--- config.mk ---
export PLATFORM = sky130hd
export DESIGN_NAME = led_pulse_array
export DESIGN_NICKNAME = d
export VERILOG_FILES = /design/src/rtl/led_pkg.sv /design/src/rtl/led_channel.sv /design/src/rtl/led_pulse_array.sv
export SDC_FILE = /design/constraint.sdc
export NUM_CORES = 1
export LEC_CHECK = 0
export CAP_MARGIN = 20
export CORE_MARGIN = 2
export CORE_UTILIZATION = 30
export CTS_CLUSTER_SIZE = 30
export DETAILED_ROUTE_END_ITERATION = 8
export HOLD_SLACK_MARGIN = 0.08
export PLACE_DENSITY = 0.48
export SLEW_MARGIN = 10
export SYNTH_ARGS = -nofsm -noshare
export SYNTH_HDL_FRONTEND = slang
export SYNTH_SLANG_ARGS = --single-unit
--- constraint.sdc ---
create_clock -name CLK -period 16.3 [get_ports CLK]
set_input_delay 4.075 -clock CLK [delete_from_list [all_inputs] [get_ports CLK]]
set_output_delay 4.075 -clock CLK [all_outputs]
set_load 0.01 [all_outputs]
--- src/rtl/led_pkg.sv ---
// Shared types for the LED pulse array: mode encodings and the per-channel config record.
package led_pkg;

   typedef enum logic [1:0] {
      LED_OFF     = 2'd0,
      LED_ON      = 2'd1,
      LED_WIN     = 2'd2,
      LED_WIN_INV = 2'd3
   } led_mode_e;

   // Window bounds are carried at a fixed maximum width; channels compare
   // against a zero-extended counter, so unused upper bits stay zero.
   localparam int unsigned CFG_CNT_W = 32;

   typedef struct packed {
      led_mode_e              mode;
      logic [CFG_CNT_W-1:0]   win_start;
      logic [CFG_CNT_W-1:0]   win_end;
   } led_cfg_t;

   localparam led_cfg_t LED_CFG_RESET = '{mode: LED_OFF, win_start: '0, win_end: '0};

endpackage

--- src/rtl/led_channel.sv ---
// One LED channel: double-buffered config (shadow -> active at wrap) and a registered LED bit.
module led_channel
   import led_pkg::*;
#(
   parameter int unsigned CNT_W = 4
) (
   input  logic             clk,
   input  logic             rst,
   input  logic [CNT_W-1:0] cnt,
   input  logic             wrap,
   input  logic             we,
   input  led_cfg_t         cfg,
   output logic             led,
   output logic             pending
);

   led_cfg_t             shadow_q, shadow_d;
   led_cfg_t             active_q, active_d;
   logic                 pending_q, pending_d;
   logic                 led_q, led_d;
   logic                 in_win;
   logic [CFG_CNT_W-1:0] cnt_ext;

   assign cnt_ext = CFG_CNT_W'(cnt);

   always_comb begin
      shadow_d  = shadow_q;
      active_d  = active_q;
      pending_d = pending_q;
      led_d     = 1'b0;
      // Promote before accepting a new write so a write in the wrap cycle waits a period.
      if (wrap && pending_q) begin
         active_d  = shadow_q;
         pending_d = 1'b0;
      end
      if (we) begin
         shadow_d  = cfg;
         pending_d = 1'b1;
      end
      in_win = (cnt_ext >= active_q.win_start) && (cnt_ext <= active_q.win_end);
      unique case (active_q.mode)
         LED_OFF:     led_d = 1'b0;
         LED_ON:      led_d = 1'b1;
         LED_WIN:     led_d = in_win;
         LED_WIN_INV: led_d = !in_win;
         default:     led_d = 1'b0;
      endcase
   end

   always_ff @(posedge clk or posedge rst) begin
      if (rst) begin
         shadow_q  <= LED_CFG_RESET;
         active_q  <= LED_CFG_RESET;
         pending_q <= 1'b0;
         led_q     <= 1'b0;
      end else begin
         shadow_q  <= shadow_d;
         active_q  <= active_d;
         pending_q <= pending_d;
         led_q     <= led_d;
      end
   end

   assign led     = led_q;
   assign pending = pending_q;

endmodule

--- src/rtl/led_pulse_array.sv ---
// N_CH LED outputs driven from one shared period counter, each with its own on-window and mode.
module led_pulse_array
   import led_pkg::*;
#(
   parameter  int unsigned PERIOD_CYC = 5_000_000,
   parameter  int unsigned N_CH       = 4,
   parameter  int unsigned CNT_W      = $clog2(PERIOD_CYC),
   localparam int unsigned CH_W       = (N_CH > 1) ? $clog2(N_CH) : 1
) (
   input  logic             CLK,
   input  logic             RST,
   input  logic             cfg_we,
   input  logic [CH_W-1:0]  cfg_ch,
   input  logic [1:0]       cfg_mode,
   input  logic [CNT_W-1:0] cfg_start,
   input  logic [CNT_W-1:0] cfg_end,
   output logic [N_CH-1:0]  cfg_pending,
   output logic             period_tick,
   output logic [N_CH-1:0]  LED_Out
);

   logic [CNT_W-1:0] cnt_q, cnt_d;
   logic             tick_q;
   logic             wrap;
   logic [N_CH-1:0]  ch_we;
   led_cfg_t         cfg_in;

   assign wrap  = (cnt_q == CNT_W'(PERIOD_CYC - 1));
   assign cnt_d = wrap ? '0 : cnt_q + CNT_W'(1);

   always_ff @(posedge CLK or posedge RST) begin
      if (RST) begin
         cnt_q  <= '0;
         tick_q <= 1'b0;
      end else begin
         cnt_q  <= cnt_d;
         tick_q <= wrap;
      end
   end

   assign period_tick = tick_q;

   assign cfg_in = '{
      mode:      led_mode_e'(cfg_mode),
      win_start: CFG_CNT_W'(cfg_start),
      win_end:   CFG_CNT_W'(cfg_end)
   };

   // Indices >= N_CH match no channel, so such writes are dropped.
   for (genvar i = 0; i < N_CH; i++) begin : g_ch
      assign ch_we[i] = cfg_we && (cfg_ch == CH_W'(i));

      led_channel #(
         .CNT_W (CNT_W)
      ) u_ch (
         .clk     (CLK),
         .rst     (RST),
         .cnt     (cnt_q),
         .wrap    (wrap),
         .we      (ch_we[i]),
         .cfg     (cfg_in),
         .led     (LED_Out[i]),
         .pending (cfg_pending[i])
      );
   end

endmodule

==> out/qor.yml, run 1 <==
fin_crit_ns: 5.69
htree_levels: 2
r2r-start: "cnt_q[14]"
hold_start: "g_ch[3].u_ch.active_q[64]"
clock_path_buffers: 3
routedWlPerCell_um: 18.7
synth_xor_area_frac: 0.00989
slew_headroom: 0.282
synthAdderAreaFrac: 0.114
layout-drive-gt1-share: 0.285
seq_area_um2: 10400
wl_um: 48300
worstPathRequired_ns: 16.85
clk-insertion-delay-late_ns: 0.58
fillers: 6550
timing.rr.end: "g_ch[1].u_ch.active_q[14]"
whs_ns: 0.484
cts_tree: "built"
grt_max_degree: 130
synth_seq_cells: 416
holdBufCountCts: 0
hold_path_depth: 1
die-height_um: 265
synth_cell_type_count: 48
synth_edf_count: 0
netlist_instances: 1597
postCtsSetupBuffers: 0
dr.pass1.iters: 4
async_flop_share: 1.00
rr_worst_depth: 6
worstPathMaxFanout: 129
yosys_warnings: 0
yosysTopAreaCell: "dfrtp_1"
antenna_cells: 0
avgSynthCellArea_um2: 12.8
finalWorstSetupSlack_ns: 10.61
max_cap_viol_count: 0
synthMostInstantiatedCell: "dfrtp_1"
dp_slack_ns: 9.86
synthSimpleGateAreaFrac: 0.0499
cts-root-buf: "clkbuf_16"
setup_viol: 0
rows: 95
cts_resized: 0
synth_top_family_by_area: "multiplexers"
synth_top_area_frac: 0.511
nets: 1913
grt_first_pass_wirelength_um: 76700
vias: 12100
start_util: 0.303
post-route-period-util: 0.349
die_w_um: 265
slew_violations: 0
ant_nets: 0
numClockSinks: 416
place_congestion: 0.753
hold_end: "g_ch[3].u_ch.led"
die_area_um2: 70000
cp-end-kind: "async pin"
via_per_inst: 4.68
core-area_um2: 67200
syn-num-nets: 1835
synth_area_um2: 20400
ios: 62
tns_ns: 0
skew_ns: 0.0110
io_buffers: 61
place_inst: 2498
worstPathArrival_ns: 6.24
cts.clk_slew.worst_paths_ns: 0.06
ys_seq_area_frac: 0.511
synth_compound_area_frac: 0.0431
rrSetupSlack_ns: 12.73
stdcell_count: 2581
tightest_slew_ns: 1.08
areaGrowthSynthToFinish_pct: 15.8
overflow: 0
grt_pass1_vias: 12900
drc: 0
synth_common_cells: "dfrtp_1 (416), mux2_2 (324), inv_1 (186)"
synth.area.top_cells: "dfrtp_1 (51%), mux2_2 (18%), ha_1 (11%)"
powerDensity_nw_per_um2: 103
rsz0062_at_grt: "false"
crit_type: "in2async"
status: "finished clean"
muxShareOfSynthArea: 0.223
hold_viol: 0
antenna_found_initial: 3
synth-main-ff-cell: "dfrtp_1"
multi_input_area_um2: 8980
hp-class: "reg2reg"
cts_buffers: 47
leakagePower_uw: 0.0112
timing.fmax_ghz: 0.176
crit_path_start_kind: "input port"
dr.first_iter.drc_count: 547
grt_usage: 0.142
hpwl_um: 31600
peakVddDrop_v: 0.0000666
==> worst max-delay path, stage by stage <==
cell and delay, ns:
clkdlybuf4s50_1 0.49, inv_8 0.61, buf_4 0.90
==> cell type report <==
| class | count | share of cell area |
|---|---|---|
| Sequential cell | 416 | 0.441 |
| Timing Repair Buffer | 79 | 0.0324 |
| Clock buffer | 69 | 0.0607 |
| Clock inverter | 13 | 0.00912 |
| Tap cell | 873 | 0.0463 |
| Inverter | 186 | 0.0299 |
| Multi-Input combinational cell | 945 | 0.381 |
==> placed cells by master (no fill, tap or decap), types with 6 or more instances in the layout <==
master,n
a21oi_1,71
mux2_4,60
o21ai_0,31
inv_1,185
a211oi_1,13
clkbuf_8,13
buf_4,17
nor3_1,10
clkdlybuf4s50_1,61
clkbuf_16,49
mux2_2,324
nor2b_1,6
clkinv_2,7
xnor2_1,12
nand2_1,58
clkbuf_1,7
ha_1,185
dfrtp_1,416
nor2_1,41
xor2_1,11
bufinv_16,6
and3_1,6
nand3_1,33
a21o_1,9
nand4_1,24
==> flip-flops by register name, summed over array words and instances, names as in the netlist <==
name,flops
g_ch.u_ch.pending,4
cnt_q,23
g_ch.u_ch.active_q,192
period_tick,1
g_ch.u_ch.led,4
g_ch.u_ch.shadow_q,192
==> cells by family (layout without fill, tap and decap cells) <==
family / Yosys count / in the layout
buffers and inverters: 236 / 347
muxes: 384 / 384
adders and majority gates: 185 / 185
DFF: 416 / 416
and+or+nand+nor: 204 / 204
xor gates and xnor gates: 23 / 23
AOI/OAI and AO/OA: 149 / 149
==> report_power, final <==
group	switching (uW)	total [uW]	internal, uW
logic	59.4	144	84.9
registers	41.9	1170	1120
clock network	426	1120	698
==> stage by stage <==
stage | power (uW) | cell area (um2) | util
6_report | 2430 | 23600 | 0.351
5_1_grt | 2540 | 23600 | 0.351
4_1_cts | 2470 | 23600 | 0.351
3_5_place_dp | 1330 | 21900 | 0.326
3_3_place_gp | 1320 | 21900 | 0.326
2_1_floorplan | 1280 | 20400 | -
==> routing by layer <==
layer | wire length (um) | vias up | global-route usage
li1 | - | 5730 | -
met3 | 1610 | 63 | 0.0242
met4 | 928 | 0 | 0.0344
met5 | 0 | - | 0
met1 | 22500 | 6142 | 0.190
met2 | 23200 | 150 | 0.240
==> how the worst max path moves through the flow <==
stage                     start                        end
after detailed placement    RST  g_ch[1].u_ch.active_q[49]
after global placement      RST  g_ch[1].u_ch.active_q[18]
after global routing        RST  g_ch[0].u_ch.shadow_q[19]
after floorplan             RST                   cnt_q[0]
after CTS                   RST  g_ch[1].u_ch.active_q[49]
final                       RST  g_ch[0].u_ch.active_q[42]
No activity file was read; power rests on OpenSTA's default activity.
==> inputs of run 2 (changes only) <==
==> constraint.sdc (replaced) <==
create_clock -name CLK -period 5 [get_ports CLK]
set_input_delay 1.25 -clock CLK [delete_from_list [all_inputs] [get_ports CLK]]
set_output_delay 1.25 -clock CLK [all_outputs]
set_load 0.01 [all_outputs]
==> run 2 against run 1 <==
Effect of this change: power grew to 3.3 times the previous value; sequential power grew to 3.2 times the previous value; flip-flop and latch count is the same; clock power grew to 3.3 times the previous value; clock skew grew 0.0093 ns; hold slack lost 0.0061 ns.
==> out/qor.yml, run 2 (synthesis gave the netlist of run 1 again) <==
antenna_cells: 0  # unchanged
nets: 1929  # +0.84%
pwr-share-clk: 0.460  # -0.002
die_w_um: 265  # unchanged
grt_pass1_vias: 13100  # +1.6%
start_util: 0.303  # unchanged
p_int_uw: 6160  # +220%
slew_headroom: 0.273  # -0.00926
die-height_um: 265  # unchanged
post-route-period-util: 0.700
cts-root-buf: "clkbuf_16"
hpwl_um: 33900  # +7.2%
cts_resized: 0  # unchanged
tightest_slew_ns: 1.06  # -0.0136 ns
clock_path_buffers: 3  # unchanged
postCtsSetupBuffers: 0  # unchanged
final_common_cell: "dfrtp_1"
path_cells: "ha_1, nand3_1, or2_2, nor3_4, buf_4, nand2_2, buf_4, mux2_2"
cpMaxStageDelayCell: "dfrtp_1"
skew_ns: 0.0203  # +0.00933 ns
layout-drive-gt1-share: 0.291  # +0.00613
cp-end-kind: "register"
ant_nets: 0  # unchanged
worstPathRequired_ns: 5.46  # -11.39 ns
rows: 95  # unchanged
peakVddDrop_v: 0.000209  # +210%
cts_tree: "built"
worstPathArrival_ns: 3.96  # -2.28 ns
core-area_um2: 67200  # unchanged
io_buffers: 61  # unchanged
areaGrowthSynthToFinish_pct: 16.5
overflow: 0  # unchanged
hold_viol: 0  # unchanged
fin_crit_ns: 3.50
die_area_um2: 70000  # unchanged
status: "finished clean"
place_congestion: 0.770  # +2.2%
cpMostUsedCell: "buf_4"
p_sw_uw: 1770  # +240%
hold_path_depth: 1  # unchanged
antenna_found_initial: 3  # unchanged
max_stage_delay_ns: 0.67  # -0.23 ns
slew_violations: 0  # unchanged
finish.utilization: 0.353  # +0.00199
comb_power_share: 0.061  # +0.002
crit_type: "reg2reg"
place_inst: 2513  # +0.60%
worstPathMaxFanout: 27  # -79%
cts.clk_slew.worst_paths_ns: 0.06  # about the same
grt_first_pass_wirelength_um: 78100  # +1.9%
dr.pass1.iters: 4  # unchanged
wl_um: 49200  # +1.9%
powerDensity_nw_per_um2: 334  # +220%
via_per_inst: 4.67  # -0.36%
routedWlPerCell_um: 18.9  # +1.2%
timing.fmax_ghz: 0.286
rsz0062_at_grt: "false"
ios: 62  # unchanged
max_cap_viol_count: 0  # unchanged
swShare: 0.224  # +0.00705
pwr-share-seq: 0.479  # about the same
stdcell_count: 2600  # +0.74%
numClockSinks: 416  # unchanged
clk-insertion-delay-late_ns: 0.59  # about the same
final_cell_mix: "dfrtp_1 (416), mux2_2 (324), inv_1 (185), ha_1 (185), a21oi_1 (71)"
leakagePower_uw: 0.0112  # +0.61%
cts_buffers: 49  # +4.3%
hp-class: "reg2reg"
setup_viol: 0  # unchanged
dr.first_iter.drc_count: 464  # -15%
top_regs: "g_ch.u_ch.active_q x192, g_ch.u_ch.shadow_q x192, cnt_q x23"
htree_levels: 2  # unchanged
drc: 0  # unchanged
crit_path_start_kind: "register"
grt_max_degree: 95  # -27%
grt_usage: 0.146  # +0.00358
holdBufCountCts: 0  # unchanged
vias: 12100  # +0.37%
rr_worst_depth: 8  # +2
## run 2: final cells by class
class                           instances  area [um2]
Clock inverter                         16         198
Inverter                              186         702
Sequential cell                       416       10400
Fill cell                            6589       43400
Timing Repair Buffer                   93         901
Multi-Input combinational cell        945        8980
Clock buffer                           71        1450
Tap cell                              873        1090
## run 2: final timing paths
kind | from | end | slack, ns
worst min register to register | g_ch[0].u_ch.active_q[64] | g_ch[0].u_ch.led | 0.48
max in group asynchronous | RST | g_ch[0].u_ch.active_q[34] | 2.86
worst max register to register | cnt_q[1] | g_ch[3].u_ch.active_q[17] | 1.50
min in group asynchronous | RST | g_ch[3].u_ch.shadow_q[16] | 1.18
worst min-delay path | g_ch[0].u_ch.active_q[64] | g_ch[0].u_ch.led | 0.48
worst max-delay path | cnt_q[1] | g_ch[3].u_ch.active_q[17] | 1.50
## run 2: power groups by stage
stage               Sequential, uW  Combinational (uW)  Clock [uW]
finish                        3800                 483        3650
global route                  3840                 537        3910
global placement              3850                 479           0
floorplan                     3820                 348           0
CTS                           3810                 500        3780
detailed placement            3870                 498           0
## run 2: routing by layer
| layer | global-route usage | wire length [um] | up-vias |
|---|---|---|---|
| li1 | - | - | 5753 |
| met1 | 0.195 | 23100 | 6179 |
| met2 | 0.244 | 23400 | 133 |
| met3 | 0.0237 | 1620 | 65 |
| met4 | 0.0421 | 1070 | 0 |
| met5 | 0 | 0 | - |
## run 2: per-stage QoR
| stage | setup WS [ns] | hold WS (ns) | area, um2 | TNS, ns | power, uW |
|---|---|---|---|---|---|
| after floorplan | -1.86 | 0.439 | 20400 | -773.58 | 4170 |
| after global placement | 1.44 | 0.468 | 22100 | 0 | 4330 |
| after detailed placement | 1.43 | 0.470 | 22100 | 0 | 4370 |
| after CTS | 1.47 | 0.480 | 23700 | 0 | 8080 |
| after global routing | 1.24 | 0.505 | 23700 | 0 | 8290 |
| final | 1.50 | 0.477 | 23700 | 0 | 7930 |
## run 2: worst max-delay path, delay by kind of cell, from the launching register on
family	cells	cell delay, ns
simple gates	4	1.28
buf+inv	2	0.79
flops	1	0.67
mux	1	0.32
fa+ha+maj	1	0.29
==> inputs of run 3 (changes only) <==
==> constraint.sdc (replaced) <==
create_clock -name CLK -period 3.2 [get_ports CLK]
set_input_delay 0.8 -clock CLK [delete_from_list [all_inputs] [get_ports CLK]]
set_output_delay 0.8 -clock CLK [all_outputs]
set_load 0.01 [all_outputs]
==> run 3 against run 2 <==
Effect of this change: register-to-register slack worse by 1.1 ns; clock skew is 0.0035 ns lower; hold slack worse by 0.016 ns; worst setup slack worse by 1.1 ns; critical endpoint is now g_ch[0].u_ch.led; highest routed layer unchanged.
==> out/qor.yml, run 3 (synthesis gave the netlist of run 1 again) <==
cp-end-kind: "register"
multi_input_area_um2: 8980  # about the same
skew_ns: 0.0168  # -0.00350 ns
crit_type: "reg2reg"
via_per_inst: 4.71  # +1.0%
holdBufCountCts: 0  # unchanged
rows: 95  # unchanged
start_util: 0.303  # unchanged
finalInstanceArea_um2: 23800  # +0.35%
hpwl_um: 33400  # -1.5%
io_buffers: 61  # unchanged
postCtsSetupBuffers: 0  # unchanged
setup_viol: 0  # unchanged
routedWlPerCell_um: 19.2  # +1.7%
timing.fmax_ghz: 0.358  # +25%
dr.pass1.iters: 5  # +1
cts_tree: "built"
grt_first_pass_wirelength_um: 79100  # +1.2%
whs_ns: 0.462  # -0.0159 ns
place_congestion: 0.787  # +2.3%
tightest_slew_ns: 0.745  # -0.318 ns
cts.clk_slew.worst_paths_ns: 0.06  # about the same
worstPathRequired_ns: 3.66  # -1.80 ns
ios: 62  # unchanged
seq_area_um2: 10400  # unchanged
powerDensity_nw_per_um2: 522  # +56%
core-area_um2: 67200  # unchanged
antenna_cells: 0  # unchanged
peakVddDrop_v: 0.000334  # +59%
die-height_um: 265  # unchanged
vias: 12200  # +0.92%
cts-root-buf: "clkbuf_16"
overflow: 0  # unchanged
numClockSinks: 416  # unchanged
dr.first_iter.drc_count: 544  # +17%
fin_crit_ns: 2.79  # -0.706 ns
layout-drive-gt1-share: 0.289  # -0.00181
hp-class: "reg2reg"
status: "finished clean"
antenna_found_initial: 3  # unchanged
final_common_cell: "dfrtp_1"
leakagePower_uw: 0.0113  # +0.30%
cts_resized: 0  # unchanged
top_regs: "g_ch.u_ch.active_q x192, g_ch.u_ch.shadow_q x192, cnt_q x23"
finalWorstSetupSlack_ns: 0.406  # -1.09 ns
ant_nets: 0  # unchanged
die_w_um: 265  # unchanged
final_cell_mix: "dfrtp_1 (416), mux2_2 (324), inv_1 (185), ha_1 (185), a21oi_1 (71)"
crit_path_start_kind: "register"
wl_um: 50000  # +1.6%
fillers: 6528  # -0.93%
die_area_um2: 70000  # unchanged
rsz0062_at_grt: "false"
nets: 1929  # unchanged
worstPathArrival_ns: 3.26  # -0.70 ns
dp_slack_ns: 0.202  # -1.22 ns
worstPathMaxFanout: 8  # -70%
place_inst: 2513  # unchanged
cts_buffers: 49  # unchanged
clk-insertion-delay-late_ns: 0.58  # about the same
max_stage_delay_ns: 0.72  # +0.05 ns
cpMaxStageDelayCell: "a2111oi_1"
clock_path_buffers: 3  # unchanged
dpl_cell_area_um2: 22200  # +0.45%
max_cap_viol_count: 0  # unchanged
post-route-period-util: 0.873  # +0.173
areaGrowthSynthToFinish_pct: 16.9
htree_levels: 2  # unchanged
grt_pass1_vias: 13100  # +0.23%
slew_headroom: 0.502  # +0.229
stdcell_count: 2597  # -0.12%
grt_usage: 0.147  # +0.00160
hold_viol: 0  # unchanged
path_cells: "inv_1, ha_1, nand2b_1, nand3_1, a21oi_1, o21ai_0, a2111oi_1, o22ai_1, xnor2_1"
grt_max_degree: 96  # +1.1%
slew_violations: 0  # unchanged
drc: 0  # unchanged
## run 3: final cells by class
cell class,count,share of cell area
inverters,186,0.0295
flip-flops and latches,416,0.437
clock inverters,17,0.0112
repair buffers,93,0.0420
multi-input cells,945,0.377
clock buffers,67,0.0573
well taps,873,0.0459
## run 3: critical path: cells and delay by family, from the launching register on
kind	cells	cell delay, ns
adders and majority gates	1	0.33
AOI/OAI and AO/OA	4	1.35
DFF	1	0.43
buffers and inverters	1	0.20
xor gates and xnor gates	1	0.17
and+or+nand+nor	2	0.20
## run 3: worst paths after layout
check                                     startpoint                         to  slack (ns)  depth (start not counted)
min in group asynchronous                        RST  g_ch[2].u_ch.shadow_q[14]        0.53                          2
max in group asynchronous                        RST  g_ch[2].u_ch.shadow_q[41]        1.70                          4
hold / removal             g_ch[3].u_ch.active_q[64]           g_ch[3].u_ch.led        0.46                          1
setup reg to reg                            cnt_q[0]           g_ch[0].u_ch.led        0.41                          9
hold reg to reg            g_ch[3].u_ch.active_q[64]           g_ch[3].u_ch.led        0.46                          1
setup / recovery                            cnt_q[0]           g_ch[0].u_ch.led        0.41                          9
## run 3: per-layer routing
metal	track usage	vias to the layer above	wire, um
met2	0.248	153	24000
met1	0.196	6254	23200
met3	0.0228	76	1510
met5	0	-	0
li1	-	5759	-
met4	0.0416	0	1280
## run 3: metrics by stage
step                setup TNS (ns)  power [uW]   util
finish                           0       12400  0.355
global route                     0       13000  0.355
CTS                              0       12600  0.355
detailed placement               0        6820  0.330
global placement                 0        6770  0.330
floorplan                 -1335.18        6510      -
## run 3: power breakdown
| part | leakage [uW] | total (uW) | internal, uW | switching, uW |
|---|---|---|---|---|
| sequential | 0.00537 | 5940 | 5720 | 219 |
| clock | 0.000802 | 5740 | 3520 | 2220 |
| combinational | 0.00510 | 752 | 444 | 308 |
==> patch 1: new RTL, flow settings as in run 3 <==
One comparison of `cnt_q` changes from == to >=.
--- a/src/rtl/led_pulse_array.sv
+++ b/src/rtl/led_pulse_array.sv
@@ -25,7 +25,7 @@
    logic [N_CH-1:0]  ch_we;
    led_cfg_t         cfg_in;
 
-   assign wrap  = (cnt_q == CNT_W'(PERIOD_CYC - 1));
+   assign wrap  = (cnt_q >= CNT_W'(PERIOD_CYC - 1));
    assign cnt_d = wrap ? '0 : cnt_q + CNT_W'(1);
 
    always_ff @(posedge CLK or posedge RST) begin
Check against the original RTL: no difference found for any inputs over 10 cycles, from zero or initial values and one cycle with RST high; that may be too few to reach the edited logic, so the function may still have changed.
==> patch 1 against run 3 <==
Design area is 0.63% higher; global-route usage is 3.0 points higher; sequential power is 0.7% higher; sequential cell count stayed put; worst setup slack better by 20 ps; sequential share of layout area is 0.25 points lower; clock power is 2% lower; maximum frequency is 0.71% higher; area after synthesis stayed put; hold slack better by 26 ps; total power is 0.50% lower; wire length is 22% higher; synthesized cell count is 16% higher; critical endpoint is now g_ch[1].u_ch.led$_DFF_PP0_.
==> patch 1: results (changes against run 3) <==
- CTS Buf Count: 48 (-2.0%)
- Routed WL: 61.2 mm (+22%)
- Largest net degree at the start of global routing: 77 (-20%)
- First-pass GRT wire length: 94.4 mm (+19%)
- Post-route insts no fill: 2850 (+9.7%)
- Least-Margin Pin Slew: 795 ps (+50.3 ps)
- Max VDD drop: 0.347 mV (+4.1%)
- Max stage delay on crit path: 530 ps (-190 ps)
- CP max-delay cell: or4_1
- Status: completed
- Critical Path Fanout Max: 9 (+1)
- Share of cells above drive strength 1: 0.183 (-0.107)
- Synthesized Nets: 2094 (+14%)
- Clock transition at the registers of the reported paths: 60 ps (about the same)
- Most common library cells after synthesis: 416 x dfrtp_1, 212 x nand3_1, 198 x mux2_2, 193 x inv_1, 185 x ha_1
- Post-Synthesis Cells: 1856 (+16%)
- Post-DP HPWL: 41.6 mm (+25%)
- Vias in the first global route: 14762 (+13%)
- Worst path arrival time: 3230 ps (-30 ps)
- Cells after DPL: 2764 (+10%)
- Iteration-0 DRC Markers: 823 (+51%)
- Antenna violations before repair: 0 (-3)
- Final GP Congestion: 0.865 (+9.9%)
- Clock Skew: 12.2 ps (-4.56 ps)
- Ranking of synthesized cells by area: dfrtp_1 51%, ha_1 11%, mux2_2 11%
- Placed Area: 0.0224 mm² (+0.76%)
- Count of unique library cells instantiated by Yosys: 60 (+25%)
==> patch 1: changes by cell type after synthesis, sizes merged, moves of 6 or more <==
cell    change
mux2      -180
nand3     +178
o21ai     +175
clkbuf     +28
buf        +13
inv         +7
nand2       -7
xnor2       -7
nor2        +6
==> patch 1: path summary, 6_finish.rpt <==
path                                                         end  cells past startpoint  slack, ps
max reg2reg                           g_ch[1].u_ch.led$_DFF_PP0_                      8        430
max                                   g_ch[1].u_ch.led$_DFF_PP0_                      8        430
min reg2reg                g_ch[1].u_ch.active_q[50]$_DFFE_PP0P_                      2        490
min in group asynchronous  g_ch[0].u_ch.shadow_q[45]$_DFFE_PP0P_                      3        680
max in group asynchronous  g_ch[0].u_ch.shadow_q[17]$_DFFE_PP0P_                      4       1690
min                        g_ch[1].u_ch.active_q[50]$_DFFE_PP0P_                      2        490
==> patch 1: worst min-delay path, cell delays in order, from the launching register on <==
cell	delay [ps]
dfrtp_1	330
nand3_1	60
o21ai_0	60
==> patch 1: logic make-up (layout without fill, tap and decap cells) <==
group,after synthesis,after routing,share of synthesized area
mux,204,204,0.114
buf+inv,284,405,0.0573
xor+xnor,20,20,0.00860
flops,416,416,0.511
simple gates,400,400,0.0986
compound gates,347,347,0.0971
fa+ha+maj,185,185,0.114
==> patch 1: cell type report <==
cell class                 instances  area (µm²)  area share
timing repair buffer             126        1300      0.0542
clock inverter                    14         180     0.00752
sequential                       416       10400       0.435
tap                              873        1090      0.0456
multi-input combinational       1156        8820       0.368
inverter                         193         728      0.0304
clock buffer                      72        1430      0.0598
==> patch 1: report_power, final <==
part           internal (µW)  total [µW]  switching (µW)
Sequential              5720        5980             252
Combinational            448         763             315
Clock                   3400        5630            2230
Total                   9570       12400            2800
==> patch 1: metrics by stage <==
stage / setup TNS (ps) / hold slack [ps] / util / power (µW) / worst slack [ps]
after global routing: 0 / 515 / 0.357 / 12800 / 261
after global placement: 0 / 472 / 0.333 / 6810 / 434
after floorplan: -1335180 / 463 / - / 6520 / -3210
after CTS: 0 / 494 / 0.357 / 12500 / 420
after detailed placement: 0 / 481 / 0.333 / 6850 / 431
final: 0 / 487 / 0.357 / 12400 / 426
==> patch 1: routing by layer <==
layer / vias up / share of wire / global-route usage
met5: - / 0 / 0
met4: 0 / 0.017 / 0.0401
met3: 65 / 0.035 / 0.0230
met2: 248 / 0.48 / 0.296
met1: 7368 / 0.47 / 0.245
li1: 6689 / - / -
==> patch 2: new RTL, flow settings as in run 3 <==
Without the edit above. Set the parameter `N_CH` to 2 (it was 4).
--- a/src/rtl/led_pulse_array.sv
+++ b/src/rtl/led_pulse_array.sv
@@ -3,7 +3,7 @@
    import led_pkg::*;
 #(
    parameter  int unsigned PERIOD_CYC = 5_000_000,
-   parameter  int unsigned N_CH       = 4,
+   parameter  int unsigned N_CH       = 2,
    parameter  int unsigned CNT_W      = $clog2(PERIOD_CYC),
    localparam int unsigned CH_W       = (N_CH > 1) ? $clog2(N_CH) : 1
 ) (
Ports: changed (resized LED_Out, cfg_ch and cfg_pending); port bits go from 62 to 57. No check against the original RTL was run, so the function may have changed too.
==> patch 2 against run 3 <==
Sequential share of layout area down 0.64 points; core utilization up 0.56 points; sequential cell count is 196 lower; die area fell by 46%; wire length shrank 52%; worst setup slack worse by 130 ps; design area fell by 46%; count of clock-buffer cells in the layout decreased by 30; clock skew shrank 11 ps; critical path depth stayed put; total power fell by 50%; maximum frequency is 4.4% lower; area after synthesis down 47%; synthesized cell count is 47% lower.
==> patch 2: results (changes against run 3) <==
- Status: completed
- Clock power frac: 0.449 (-0.013)
- Reg2reg setup slack: 280 ps (-130 ps)
- Post-synthesis mux area share: 0.214 (-0.00932)
- Critical Path Fanout Max: 6 (-2)
- Placed Area: 0.0120 mm² (-46%)
- Pwr dens: 486 mW/mm² (-6.9%)
- Final std cell area, no fill: 0.0128 mm² (-46%)
- Most common library cells after synthesis: 220 x dfrtp_1, 152 x mux2_2, 97 x inv_1, 93 x ha_1, 40 x mux2_4
- CP max-delay cell: o41ai_1
- Hold_sp: g_ch[1].u_ch.active_q[64]$_DFFE_PP0P_
- First-pass GRT wire length: 39.1 mm (-51%)
- Fillcell total: 3495 (-46%)
- Cells after DPL: 1357 (-46%)
- Synth Area in Adders: 0.108 (-0.00593)
- Synthesized Nets: 998 (-46%)
- Net count reported at finish: 1068 (-45%)
- XOR/XNOR share of the synthesized area: 0.0170 (+0.00713)
- Largest net degree at the start of global routing: 64 (-33%)
- Reg2reg end: g_ch[1].u_ch.led$_DFF_PP0_
- Rel. slew slack: 0.487 (-0.0157)
- IO buf count: 56 (-8.2%)
- Regs by FF count: g_ch.u_ch.active_q (96), g_ch.u_ch.shadow_q (96), cnt_q (23)
- NetSw: 1350 µW (-51%)
- Antenna violations before repair: 0 (-3)
- Ranking of synthesized cells by area: dfrtp_1 51%, mux2_2 16%, ha_1 11%
- Vias in the first global route: 6882 (-47%)
- Tmin final: 2920 ps (+127 ps)
- Vias per cell: 4.57 (-3.0%)
[patch 2: changes by cell type after synthesis, moves of 7 or more]
| cell | before | now |
|---|---|---|
| dfrtp_1 | 416 | 220 |
| mux2_2 | 324 | 152 |
| ha_1 | 185 | 93 |
| inv_1 | 186 | 97 |
| a21oi_1 | 71 | 36 |
| nand2_1 | 59 | 30 |
| mux2_4 | 60 | 40 |
| nand3_1 | 34 | 17 |
| nor2_1 | 41 | 24 |
| o21ai_0 | 31 | 18 |
| buf_1 | 13 | 2 |
| nand4_1 | 24 | 17 |
| nor3_1 | 10 | 3 |
[patch 2: final cells by class]
cell class | instances | area share
clock buffers | 37 | 0.0556
clock inverters | 5 | 0.00587
inverters | 97 | 0.0288
multi-input cells | 510 | 0.375
flip-flops and latches | 220 | 0.431
well taps | 461 | 0.0451
repair buffers | 69 | 0.0593
[patch 2: per-layer routing]
metal	share of wire	track usage
met1	0.50	0.188
met2	0.45	0.206
met3	0.033	0.0188
met4	0.019	0.0303
met5	0	0
